### src/rtl/sim_run_ctrl.sv
// Simulation run controller: sequences CPU reset, counts run cycles,
// ends the run on a halt write or budget timeout, and keeps a write trace.
module sim_run_ctrl #(
   parameter int unsigned RESET_CYCLES = 2,
   parameter int unsigned MAX_CYCLES   = 200,
   parameter int unsigned ADDR_W       = 16,
   parameter int unsigned DATA_W       = 16,
   parameter logic [ADDR_W-1:0] HALT_ADDR  = 16'hFFFF,
   parameter logic [DATA_W-1:0] PASS_VALUE = DATA_W'(1),
   parameter int unsigned TRACE_DEPTH  = 8,
   localparam int unsigned IDX_W       = $clog2(TRACE_DEPTH)
) (
   input  logic              clk,
   input  logic              rst,
   output logic              cpu_rst,
   input  logic              wr_en,
   input  logic [ADDR_W-1:0] wr_addr,
   input  logic [DATA_W-1:0] wr_data,
   output logic              sim_end,
   output logic              pass,
   output logic              fail,
   output logic              timeout,
   output logic [31:0]       cycle_count,
   input  logic [IDX_W-1:0]  trace_idx,
   output logic [ADDR_W-1:0] trace_addr,
   output logic [DATA_W-1:0] trace_data,
   output logic [IDX_W:0]    trace_count
);

   localparam logic [IDX_W:0] FULL_CNT = (IDX_W+1)'(TRACE_DEPTH);

   typedef enum logic [1:0] {
      S_HOLD,
      S_RUN,
      S_DONE
   } state_t;

   state_t            r_state;
   state_t            w_next;
   logic [31:0]       r_hold_cnt;
   logic [31:0]       r_cycle_cnt;
   logic              r_pass;
   logic              r_fail;
   logic              r_timeout;
   logic [IDX_W-1:0]  r_wp;
   logic [IDX_W:0]    r_tcnt;
   logic [ADDR_W-1:0] r_taddr [TRACE_DEPTH];
   logic [DATA_W-1:0] r_tdata [TRACE_DEPTH];

   logic              w_push;
   logic              w_halt;
   logic              w_tmo;
   logic              w_cpu_rst;
   logic              w_sim_end;
   logic              w_is_halt;
   logic [IDX_W-1:0]  w_slot;
   logic              w_idx_ok;

   assign w_is_halt = wr_en && (wr_addr == HALT_ADDR);

   // State register; reset forces HOLD immediately.
   always_ff @(posedge clk or posedge rst) begin
      if (rst) r_state <= S_HOLD;
      else     r_state <= w_next;
   end

   // Next-state and per-cycle control decode.
   always_comb begin
      w_next    = r_state;
      w_push    = 1'b0;
      w_halt    = 1'b0;
      w_tmo     = 1'b0;
      w_cpu_rst = 1'b1;
      w_sim_end = 1'b0;
      unique case (r_state)
         S_HOLD: begin
            if (r_hold_cnt == RESET_CYCLES - 1) w_next = S_RUN;
         end
         S_RUN: begin
            w_cpu_rst = 1'b0;
            w_push    = wr_en;
            if (w_is_halt) begin
               w_halt = 1'b1;
               w_next = S_DONE;
            end else if (r_cycle_cnt == MAX_CYCLES - 1) begin
               w_tmo  = 1'b1;
               w_next = S_DONE;
            end
         end
         S_DONE: begin
            w_sim_end = 1'b1;
         end
         default: w_next = S_HOLD;
      endcase
   end

   // Hold counter and saturating run-cycle counter.
   always_ff @(posedge clk or posedge rst) begin
      if (rst) begin
         r_hold_cnt  <= '0;
         r_cycle_cnt <= '0;
      end else begin
         if (r_state == S_HOLD) r_hold_cnt <= r_hold_cnt + 32'd1;
         if (r_state == S_RUN && r_cycle_cnt != '1)
            r_cycle_cnt <= r_cycle_cnt + 32'd1;
      end
   end

   // Result flags, set once on the edge that ends the run.
   always_ff @(posedge clk or posedge rst) begin
      if (rst) begin
         r_pass    <= 1'b0;
         r_fail    <= 1'b0;
         r_timeout <= 1'b0;
      end else if (w_halt) begin
         r_pass <= (wr_data == PASS_VALUE);
         r_fail <= (wr_data != PASS_VALUE);
      end else if (w_tmo) begin
         r_timeout <= 1'b1;
      end
   end

   // Trace ring: oldest entry is overwritten once full.
   always_ff @(posedge clk or posedge rst) begin
      if (rst) begin
         r_wp   <= '0;
         r_tcnt <= '0;
         for (int i = 0; i < TRACE_DEPTH; i++) begin
            r_taddr[i] <= '0;
            r_tdata[i] <= '0;
         end
      end else if (w_push) begin
         r_taddr[r_wp] <= wr_addr;
         r_tdata[r_wp] <= wr_data;
         r_wp          <= r_wp + 1'b1;
         if (r_tcnt != FULL_CNT) r_tcnt <= r_tcnt + 1'b1;
      end
   end

   // Combinational trace read relative to the oldest valid entry.
   always_comb begin
      w_slot   = r_wp - r_tcnt[IDX_W-1:0] + trace_idx;
      w_idx_ok = ({1'b0, trace_idx} < r_tcnt);
   end

   assign trace_addr  = w_idx_ok ? r_taddr[w_slot] : '0;
   assign trace_data  = w_idx_ok ? r_tdata[w_slot] : '0;
   assign trace_count = r_tcnt;
   assign cpu_rst     = w_cpu_rst;
   assign sim_end     = w_sim_end;
   assign pass        = r_pass;
   assign fail        = r_fail;
   assign timeout     = r_timeout;
   assign cycle_count = r_cycle_cnt;

endmodule

### config.mk
export PLATFORM = sky130hd
export DESIGN_NAME = sim_run_ctrl
export DESIGN_NICKNAME = d
export VERILOG_FILES = /design/src/rtl/sim_run_ctrl.sv
export SDC_FILE = /design/constraint.sdc
export NUM_CORES = 1
export LEC_CHECK = 0
export ABC_AREA = 1
export BUFFER_PORTS_ARGS = -buffer_cell sky130_fd_sc_hd__buf_2
export CAP_MARGIN = 10
export CORE_MARGIN = 4
export CORE_UTILIZATION = 55
export DETAILED_ROUTE_END_ITERATION = 16
export MAX_ROUTING_LAYER = met4
export PLACE_DENSITY = 0.82
export SYNTH_ARGS = -nofsm -noshare
export SYNTH_HDL_FRONTEND = slang
export SYNTH_SLANG_ARGS = --single-unit
### constraint.sdc
create_clock -name clk -period 12.9 [get_ports clk]
set_input_delay 0.645 -clock clk [delete_from_list [all_inputs] [get_ports clk]]
set_output_delay 0.645 -clock clk [all_outputs]
set_load 0.01 [all_outputs]
==> results.toml <==
[sta]
fmaxAchievable_mhz = 203
worst_pin_slew_ps = 1070
setup_viol = 0
setup_tns_ps = 0
max_slew_margin_pct = 28.6
hold_viol = 0
finalCritPeriodShare_pct = 38.1
rsz0062_at_grt = "no"
setup_slack_ps = 7980
finClkSkew_ps = 17.3
min_period_ps = 4920
slew_viol_final = 0

[status]
status = "complete, no violations"

[place]
io_buffers = 110
dp_hpwl_um = 26000
pre_cts_ws_ps = 8320
placed_area_um2 = 17400
gp_congestion = 0.906

[global_routing]
gr-max-usage-layer = "met2"
overflow = 0
grt_pass1_vias = 14700
grt_start_max_net_pins = 187
met1_usage_pct = 34.1
grt_pass1_wl_um = 71600
gr-usage-met3_pct = 3.69
grt_use_met2_pct = 43.3
antenna_found_initial = 4
grt_usage_pct = 26.3

[synth]
seq_area_frac_synth_pct = 49.4
synth.distinct_cells = 33
ys_seq_elements = 332
yosysWarnings = 0
syn-num-nets = 2280
syn_area_per_cell_um2 = 7.54
netlist_area_um2 = 16800
netlist_instances = 2230

[cts]
cts_buffers = 36
cts_setup_buffers = 0
ctsHoldBuffers = 0
numClockSinks = 332
cts_tree = "built"
cts_resized = 0
cts-root-buf = "clkbuf_16"
cts.htree.levels = 2
clk_latency_ps = 530
cts_buffer_depth = 3
clkTransAtPathRegs_ps = 60

[setup_path]
crit_type = "reg2out"
cp.arrival_ps = 4270
cp_max_fo = 83
worstRegToRegCells = 7
cp_data_required_time_ps = 12260
crit_path_end_kind = "primary output"
start_kind = "flip-flop"

[cells_and_area]
final_nets = 2334
syn_to_final_growth_pct = 10.7
seq_area_um2 = 8310
fillers = 2522
final_util_pct = 62.3
multi_input_area_um2 = 7180
fin_area_um2 = 18600
drive_gt1_share_pct = 8.76
mostFrequentLayoutCell = "nand2_1"
layout_common_cells = "nand2_1 (649), dfrtp_1 (332), nor2_1 (281), a21oi_1 (226), o21ai_0 (217)"

[routing]
drc = 0
vias = 14900
antenna_left = 0
first_iter_violations = 1520
dr.pass1.iters = 6
avgViaCountPerCell = 5.52
post_drt_wl_per_cell_um = 15.8
drt_wl_total_um = 42500

[power_and_ir_drop]
p_leak_uw = 0.00913
power.density_nw_per_um2 = 298
ir_worst_vdd_uv = 241

[die]
core_um2 = 29900
dieWidth_um = 183
initial_core_util_pct = 56.3
die_height_um = 183
rows = 63
pin_count = 111
die_area_um2 = 33400

[worst_hold_path]
hold_class = "in2async"

[job]
drv_cap = 0
==> final cells by class <==
cell class / instances / area share, %
clock buffer: 51 / 5.42
sequential: 332 / 44.6
antenna: 5 / 0.0672
multi-input combinational: 1579 / 38.6
timing repair buffer: 122 / 3.51
clock inverter: 9 / 0.820
inverter: 213 / 4.37
tap: 390 / 2.62
==> path summary, 6_finish.rpt <==
check | start | slack [ps] | end
setup reg to reg | r_state[1] | 10450 | r_taddr[123]
hold / removal | rst | 290 | cycle_count[24]
min in group clk | wr_addr[3] | 380 | r_taddr[115]
setup / recovery | r_wp[0] | 7980 | trace_addr[10]
hold reg to reg | timeout | 470 | timeout
max in group asynchronous | rst | 11080 | r_taddr[106]
==> sequential cells by signal (all words and copies together), names as in the netlist <==
| signal | cells |
|---|---|
| r_state | 2 |
| cycle_count | 32 |
| r_wp | 3 |
| r_hold_cnt | 32 |
| pass | 1 |
| r_tdata | 128 |
| timeout | 1 |
| r_taddr | 128 |
| trace_count | 4 |
| fail | 1 |
==> cell families after synthesis <==
group           share of synthesized area, %
compound gates                          13.5
xor+xnor                                2.08
fa+ha+maj                              0.982
buf+inv                                 7.99
flops                                   49.4
simple gates                            26.0
==> report_power, final <==
group,switching [uW],internal [uW]
logic,1890,955
registers,213,1460
clock network,409,623
==> metal layers <==
metal | up-vias | wire length, um
li1 | 7186 | -
met1 | 7057 | 17800
met2 | 560 | 20600
met3 | 116 | 2860
met4 | 0 | 1250
met5 | - | 0
==> worst max-delay path, cell delays in order, from the launching register on <==
cell and delay [ps]:
dfrtp_1 440, inv_1 190, ha_1 260, inv_1 90
ha_4 120, inv_1 40, fa_1 430, buf_4 260
inv_2 330, buf_4 790, a21oi_1 90, o21ai_0 130
nand2_1 70, nand2_1 60, nand2_1 60, nor2_1 180
buf_2 180
==> cells in the mapped netlist (all sizes together) <==
| cell type | n | share of area (%) |
|---|---|---|
| a21oi | 226 | 6.7 |
| a31oi | 1 | 0.037 |
| and3 | 1 | 0.037 |
| buf | 69 | 2.3 |
| clkbuf | 37 | 0.87 |
| clkinv | 1 | 0.052 |
| dfrtp | 332 | 49 |
| fa | 2 | 0.24 |
| ha | 10 | 0.74 |
| inv | 212 | 4.7 |
| nand2 | 655 | 15 |
| nand3 | 83 | 2.5 |
| nand3b | 2 | 0.089 |
| nand4 | 25 | 0.97 |
| nor2 | 296 | 7.3 |
| nor3 | 9 | 0.27 |
| nor4 | 2 | 0.074 |
| o21ai | 226 | 6.7 |
| or2 | 1 | 0.037 |
| xnor2 | 11 | 0.57 |
| xor2 | 29 | 1.5 |
==> stage by stage <==
stage	instances	power, uW	hold WS, ps
detailed placement	2636	4490	459
finish	2701	5550	294
global route	2700	6030	403
global placement	2636	4410	450
floorplan	2230	3650	448
CTS	2696	5550	366
No activity file was read; power rests on OpenSTA's default activity.
